File: src/rtl/tanh_lut_loader.sv
// Loadable segment table for the piecewise-linear activation path.
// Entries stream in over valid/ready, then registered (base, next) pairs are served.
module tanh_lut_loader #(
    parameter int DATA_W = 8,
    parameter int ADDR_W = 4
) (
    input  logic                     clk,
    input  logic                     rst,
    input  logic                     load_start,
    input  logic                     wr_valid,
    input  logic signed [DATA_W-1:0] wr_data,
    output logic                     wr_ready,
    output logic                     busy,
    output logic                     load_done,
    output logic                     table_valid,
    input  logic [ADDR_W-1:0]        rd_address,
    output logic signed [DATA_W-1:0] rd_base,
    output logic signed [DATA_W-1:0] rd_next_data
);

    localparam int unsigned TBL_N = 2**ADDR_W + 1;
    localparam logic [ADDR_W:0] LAST_IDX = (ADDR_W+1)'(2**ADDR_W);

    typedef enum logic [1:0] {IDLE, LOAD, DONE} state_t;

    state_t                    r_state;
    state_t                    w_next_state;
    logic [ADDR_W:0]           r_cnt;
    logic                      r_table_valid;
    logic signed [DATA_W-1:0]  r_table [0:TBL_N-1];
    logic signed [DATA_W-1:0]  r_rd_base;
    logic signed [DATA_W-1:0]  r_rd_next;
    logic                      w_restart;
    logic                      w_write;
    logic                      w_last;
    logic [ADDR_W:0]           w_base_idx;
    logic [ADDR_W:0]           w_next_idx;

    // load_start is honoured in IDLE and LOAD only; a coinciding write is dropped
    assign w_restart  = load_start && (r_state != DONE);
    assign w_write    = wr_valid && wr_ready && !load_start;
    assign w_last     = (r_cnt == LAST_IDX);
    assign w_base_idx = {1'b0, rd_address};
    assign w_next_idx = w_base_idx + (ADDR_W+1)'(1);

    always_ff @(posedge clk or negedge rst) begin
        if (!rst) r_state <= IDLE;
        else      r_state <= w_next_state;
    end

    always_comb begin
        w_next_state = r_state;
        case (r_state)
            IDLE: if (load_start) w_next_state = LOAD;
            LOAD: if (!load_start && w_write && w_last) w_next_state = DONE;
            DONE: w_next_state = IDLE;
            default: w_next_state = IDLE;
        endcase
    end

    always_comb begin
        wr_ready  = 1'b0;
        busy      = 1'b0;
        load_done = 1'b0;
        case (r_state)
            LOAD: begin
                wr_ready = 1'b1;
                busy     = 1'b1;
            end
            DONE: load_done = 1'b1;
            default: ;
        endcase
    end

    always_ff @(posedge clk or negedge rst) begin
        if (!rst) begin
            r_cnt         <= '0;
            r_table_valid <= 1'b0;
        end else if (w_restart) begin
            r_cnt         <= '0;
            r_table_valid <= 1'b0;
        end else if (w_write) begin
            r_cnt <= r_cnt + (ADDR_W+1)'(1);
            if (w_last) r_table_valid <= 1'b1;
        end
    end

    always_ff @(posedge clk or negedge rst) begin
        if (!rst) begin
            for (int unsigned i = 0; i < TBL_N; i++) r_table[i] <= '0;
        end else if (w_write) begin
            r_table[r_cnt] <= wr_data;
        end
    end

    always_ff @(posedge clk or negedge rst) begin
        if (!rst) begin
            r_rd_base <= '0;
            r_rd_next <= '0;
        end else if (r_table_valid) begin
            r_rd_base <= r_table[w_base_idx];
            r_rd_next <= r_table[w_next_idx];
        end else begin
            r_rd_base <= '0;
            r_rd_next <= '0;
        end
    end

    assign table_valid  = r_table_valid;
    assign rd_base      = r_rd_base;
    assign rd_next_data = r_rd_next;

endmodule
File: config.mk
export PLATFORM = sky130hd
export DESIGN_NAME = tanh_lut_loader
export DESIGN_NICKNAME = d
export VERILOG_FILES = /design/src/rtl/tanh_lut_loader.sv
export SDC_FILE = /design/constraint.sdc
export NUM_CORES = 1
export LEC_CHECK = 0
export ABC_AREA = 1
export CELL_PAD_IN_SITES_DETAIL_PLACEMENT = 1
export CELL_PAD_IN_SITES_GLOBAL_PLACEMENT = 2
export CORE_ASPECT_RATIO = 0.7
export CORE_MARGIN = 2
export CORE_UTILIZATION = 33
export DETAILED_ROUTE_END_ITERATION = 10
export PLACE_DENSITY = 0.74
export SYNTH_ARGS = -nofsm -noshare
export SYNTH_HDL_FRONTEND = slang
export SYNTH_SLANG_ARGS = --single-unit
export TNS_END_PERCENT = 30
File: constraint.sdc
create_clock -name clk -period 1.7 [get_ports clk]
set_clock_uncertainty 0.15 [all_clocks]
set_input_delay 0.51 -clock clk [delete_from_list [all_inputs] [get_ports clk]]
set_output_delay 0.51 -clock clk [all_outputs]
set_load 0.02 [all_outputs]
---- After elaboration in Yosys (flattened, before gate mapping) ----
Cells that the tools add are included.
storage, ports and cells
  bits in registers ....................... 160
  latch bits .............................. 0
  RAM bits ................................ 0
  memory bits (read-only) ................. 0
  input bits .............................. 16
  logic and storage cells ................. 70
  memories kept ........................... 0
cells by class
  add/subtract/negate cells ............... 2
  $mul .................................... 0
  divide/modulo/power cells ............... 0
  magnitude comparators ................... 4
  eq/ne operators ......................... 6
  shift operators ......................... 0
  multiplexer cells ....................... 21
  bitwise logic cells ..................... 3
  reductions and logical operators ........ 12
operators with widths
  kind                                                                          number
  136-bit bitwise mux                                                           1
  8-bit binary-select mux with 5-bit select                                     2
  8-bit two-way mux                                                             7
  8-bit demux with 5-bit select                                                 1
  6-bit >= comparator, second input constant                                    3
  5-bit NOT with 6-bit output                                                   2
  5-bit two-way mux                                                             2
  1-bit logical AND                                                             6
  6-bit by 1-bit less-than comparator with 1-bit output, second input constant  1
  2-bit != test, second input constant                                          3
  4-bit NOT with 6-bit output                                                   1
  4-bit by 1-bit adder with 5-bit output, second input constant                 1
  5-bit by 1-bit adder with 5-bit output, second input constant                 1
  5-bit equality test, second input constant                                    1
  1-bit two-way mux                                                             5
  2-bit two-way mux                                                             2
  2-bit one-hot mux with 2 select lines                                         1
  2-bit AND reduction                                                           2
  2-bit nonzero test                                                            2
  2-bit by 1-bit equality test with 1-bit output, second input constant         1
  2-bit equality test, second input constant                                    1
  2-bit logical NOT                                                             1
  1-bit logical NOT                                                             1

---- Depth between registers and ports, before layout ----
  word-level depth ........................ 8
  mapped depth ............................ 10
  gate-level depth less buffers ........... 9

---- Worst setup path before layout ----
OpenSTA, ideal clock, no wires.
  path kind ............................... input to register
  from .................................... input port rd_address[0]
  to ...................................... register r_rd_next[0] (netlist: rd_next_data[0])
  setup time .............................. 81 ps
  arrival ................................. 1753 ps
  slack ................................... -283 ps
  stages on the path ...................... 10
  buffers on the path ..................... 2
  cells stage by stage .................... ha_1 > buf_2 > inv_1 > clkbuf_1 > nand3_1 > nand3_1 > nand3_1 > nand2_1 > nand2_1 > a21oi_1
between the ends
  cells in the longest elaborated chain, start to end .. 6
RTL lines
  what                                                  RTL line  RTL
  from (decl)                                           16        input logic [ADDR_W-1:0] rd_address,
  4-bit by 1-bit adder with 5-bit output                44        assign w_next_idx = w_base_idx + (ADDR_W+1)'(1);
  5-bit NOT with 6-bit output (not written as such)     102       r_rd_next <= r_table[w_next_idx];
  8-bit binary-select mux with 5-bit select             102
  8-bit two-way mux (not written as such) (2 in a row)  102
  8-bit two-way mux                                     100       end else if (r_table_valid) begin
  to (signal assigned)                                  102
  to (decl)                                             32        logic signed [DATA_W-1:0] r_rd_next;
Every way passes these cells. The select of a mux whose other input is x is not followed.
A chain may end at the register's enable or synchronous reset.

---- Final worst setup path ----
  from .................................... register r_cnt[2]
  to ...................................... register r_table[56] in the netlist's numbering
between the ends
  cells in the longest elaborated chain, start to end .. 6
RTL lines
  what                                                                                                                       RTL line  RTL
  from (decl)                                                                                                                28        logic [ADDR_W:0] r_cnt;
  from (signal assigned)                                                                                                     83        r_cnt <= r_cnt + (ADDR_W+1)'(1);
  5-bit NOT with 6-bit output (not written as such) (*)                                                                      92        r_table[r_cnt] <= wr_data;
  6-bit >= comparator (not written as such) / 6-bit by 1-bit less-than comparator with 1-bit output (equally long branches)  92
  1-bit logical AND (not written as such)                                                                                    92
  8-bit two-way mux (not written as such)                                                                                    92
  8-bit demux with 5-bit select (*)                                                                                          92
  136-bit bitwise mux (*)                                                                                                    92
  to (signal, indexed assignment)                                                                                            92
  to (decl)                                                                                                                  30        logic signed [DATA_W-1:0] r_table [0:TBL_N-1];
Mark *: on every way between the ends. The rest lies on a longest branch, timed or not.

==> results.md <==
* Slew Limit Fails at 0
* Outcome: finished with violations
* Slew margin rel. at 0.5648
* Critical Path End Type: flop
* # DRC at 0
* Final WS setup at -0.1417 ns
* FMAX at 543.0 MHz
* Minimum clock period at 1.842 ns
* # port buffers at 35
* Post-Place Worst Slack at -0.5641 ns
* Failing checks: negative setup slack
* Main combinational cell family by area after synthesis: simple AND/OR/NAND/NOR gates
* Post-placement cell count at 1585
* Int Power at 7.166 mW
* Share of layout cells above drive strength 1 at 0.2449
* Sink Count at 160
* Syn. warnings at 0
* Fin crit share at 1.083
* Seq/Total Area, Yosys at 0.4489
* Die Width at 200.5 um
* Maxcap violations at 0
* Clock tree buffer depth at 2
* CTS tree: built
* DRT Pass-1 Iters at 5
* Post-synthesis xor/xnor area fraction at 0.008979
* Worst reg2reg path depth at 5
* Gr usage total at 0.2370
* Synth Area in Simple Gates at 0.2559
* Clock group share of total power at 0.389
* DPL Wire Length at 22.81 mm
* Clock latency at the later pin of the worst-skew pair at 0.45 ns
* Vias at 8392
* Worst Tran Pin Value at 0.6521 ns
* Crit-path max FO at 8
* Largest net degree at the start of global routing at 48
* Final count of negative-setup-slack endpoints at 125
* P_leak at 5.190 nW
* Placer Congestion at 0.8144
* Chip height at 141.5 um
* Non-filler cells, final at 1635
* P per Cell Area at 871.0 nW/um^2
* Worst Path Required at 1.88 ns
* Synthesized area per cell at 7.642 sq um
* Antenna violations before repair at 1
* Grt ovf at 0
* Type of the worst setup path: flop to flop
* Crit. path cell count at 5
* WL final at 34.01 mm
* Critical Path Source: r_cnt[2]
* Sequential Power Share at 0.421
* Total CTS buffers at 17
* Hold Crit Start: r_table[89]
* Io pins at 36
* CP max stage delay at 0.43 ns
* Initial Util at 0.3346
* Vias in the first global route at 8579
* Switch share at 0.2946
* Crit-path cells: buf_4, nor2_4, nand3_4, nand2_2, o21ai_1
* DR iter-0 viols at 545
* Die ar. at 28380 sq um
* Layout area overhead at 30.77%
* RSZ-0062 raised after global routing: true
* Post-synthesis cell type count at 33
* Crit-path leading delay family: simple AND/OR/NAND/NOR gates
* Hold Path Class: flop to flop
* First-pass GRT wire length at 50.76 mm
* Synth Area in Adders at 0.007015
* Comb pwr share at 0.190
* R2R Path End: r_table[56]
* Max VDD drop at 677.8 uV
* Reg2Reg Launch Point: r_cnt[2]
* Crit path launch type: flop
* Crit path arrival time at 2.02 ns
* Hold slack final at 0.3370 ns
* CP Capture Point: r_table[56]
* Complex-gate fraction of the synthesized area at 0.1719
* Core ar. at 26650 sq um
* Setup TNS at -5.322 ns
* CP max stage cell: dfrtp_1
* Flop2flop setup slack at -0.14 ns
* Final antenna-violating net count at 0
* Std-Cell Rows at 50
* Mapped Nets at 1188
* Seq cells post-synth at 160
* Multiplexer share of the synthesized area at 0
* Nets@finish at 1279
* Reg clk slew, reported paths at 0.06 ns
* Post-Syn Area at 8919 sq um
* Post-synthesis cell count at 1167
* Routed vias/inst at 5.133
* H-tree Lvls at 4
* Switching pwr at 2.992 mW
* WP buf/inv at 1
* Clk root buf: clkbuf_16
* Final hold violations at 0
* Routed len/inst at 20.80 um
## cell families (layout without fill, tap and decap cells)
group,Yosys count,after routing
other,0,1
buffers and inverters,221,318
DFF,160,160
adders and majority gates,5,5
AOI/OAI and AO/OA,298,298
and+or+nand+nor,479,485
xor gates and xnor gates,4,4
## power groups by stage
stage / registers, mW / clock network (mW) / logic, mW
after floorplan: 4.26 / 0 / 1.04
after global placement: 4.31 / 0 / 1.76
after detailed placement: 4.31 / 0 / 1.81
after CTS: 4.25 / 4.02 / 1.84
after global routing: 4.31 / 4.19 / 2.15
final: 4.27 / 3.95 / 1.93
## flip-flops by register name, summed over array words and instances (netlist names)
name and flops:
r_cnt 5, r_state 2, r_table 136, rd_base 8, rd_next_data 8, table_valid 1
## tightest hold or removal path: stages (launching register included)
cell	delay, ns
dfrtp_1	0.34
nand2_1	0.05
o21ai_0	0.06
## placed cells by master, fill, tap and decap left out, drive strengths merged, types with 6 or more instances in the layout
| cell | netlist | layout |
|---|---|---|
| nand2 | 294 | 294 |
| dfrtp | 160 | 160 |
| inv | 142 | 144 |
| buf | 53 | 126 |
| nor2 | 12 | 12 |
| clkbuf | 23 | 26 |
| a21oi | 79 | 79 |
| clkinv | 2 | 6 |
| o21ai | 213 | 213 |
| clkdlybuf4s50 | 0 | 10 |
| nand3 | 168 | 173 |
## synthesized netlist by cell type
library cell	number	area, sq um
inv_2	6	22.52
nand4_4	3	63.81
nand3_2	8	80.08
xor2_4	2	55.05
dfrtp_1	160	4004
o21ai_0	204	1021
nand4_2	1	12.51
o21a_1	1	7.510
nand3_4	8	140.1
nor2_2	1	6.260
dlymetal6s2s_1	1	12.51
buf_6	6	67.56
a211oi_1	1	7.510
buf_1	6	22.52
inv_1	136	510.5
xor2_1	1	8.760
a21oi_2	7	61.31
nor3_4	1	16.27
a21oi_1	72	360.4
nand3_1	152	760.7
clkinv_1	2	7.510
xnor2_2	1	16.27
nand2_2	2	12.51
clkbuf_1	23	86.33
buf_8	1	15.01
ha_1	5	62.56
o21ai_1	9	45.04
buf_4	5	37.54
nor2_4	7	78.83
o211ai_1	4	30.03
nor2_1	4	15.01
nand2_1	292	1096
buf_2	35	175.2
## layout make-up
| type | count | area (sq um) |
|---|---|---|
| flip-flops and latches | 160 | 4005 |
| repair inverters | 2 | 27.53 |
| inverters | 144 | 560.5 |
| fillers | 3205 | 14990 |
| multi-input cells | 792 | 4405 |
| repair buffers | 141 | 1634 |
| clock inverters | 7 | 110.1 |
| diodes | 1 | 2.502 |
| well taps | 364 | 455.4 |
| clock buffers | 24 | 461.7 |
## per-stage QoR
step | instance area, sq um | power, mW | util
after CTS | 11180 | 10.11 | 0.4196
after global placement | 10510 | 6.070 | 0.3944
after floorplan | 8949 | 5.302 | -
after global routing | 11660 | 10.65 | 0.4376
after detailed placement | 10510 | 6.118 | 0.3944
final | 11660 | 10.16 | 0.4376
## layer usage
metal / global-route usage / part of all wire
met5: 0 / 0
met4: 0.06667 / 0.017
met3: 0.04180 / 0.037
met2: 0.3748 / 0.45
met1: 0.3347 / 0.50
## worst min path at each step
stage / to / slack [ns] / depth (start not counted)
floorplan: r_cnt[0] / 0.06 / 0
detailed placement: r_table[63] / 0.27 / 1
CTS: r_table[125] / 0.34 / 2
finish: r_table[89] / 0.34 / 2
global route: r_table[58] / 0.36 / 2
global placement: r_table[63] / 0.27 / 1
## timing repair
item                                   CTS  global route
hold buffers                             1             0
pin swaps                                6            36
setup endpoints to repair              141           151
gates cloned                             3             7
buffers inserted                         4             3
endpoints found under the hold margin   18             0
resized for setup                      141           177
Power figures use the tool's default switching activity.
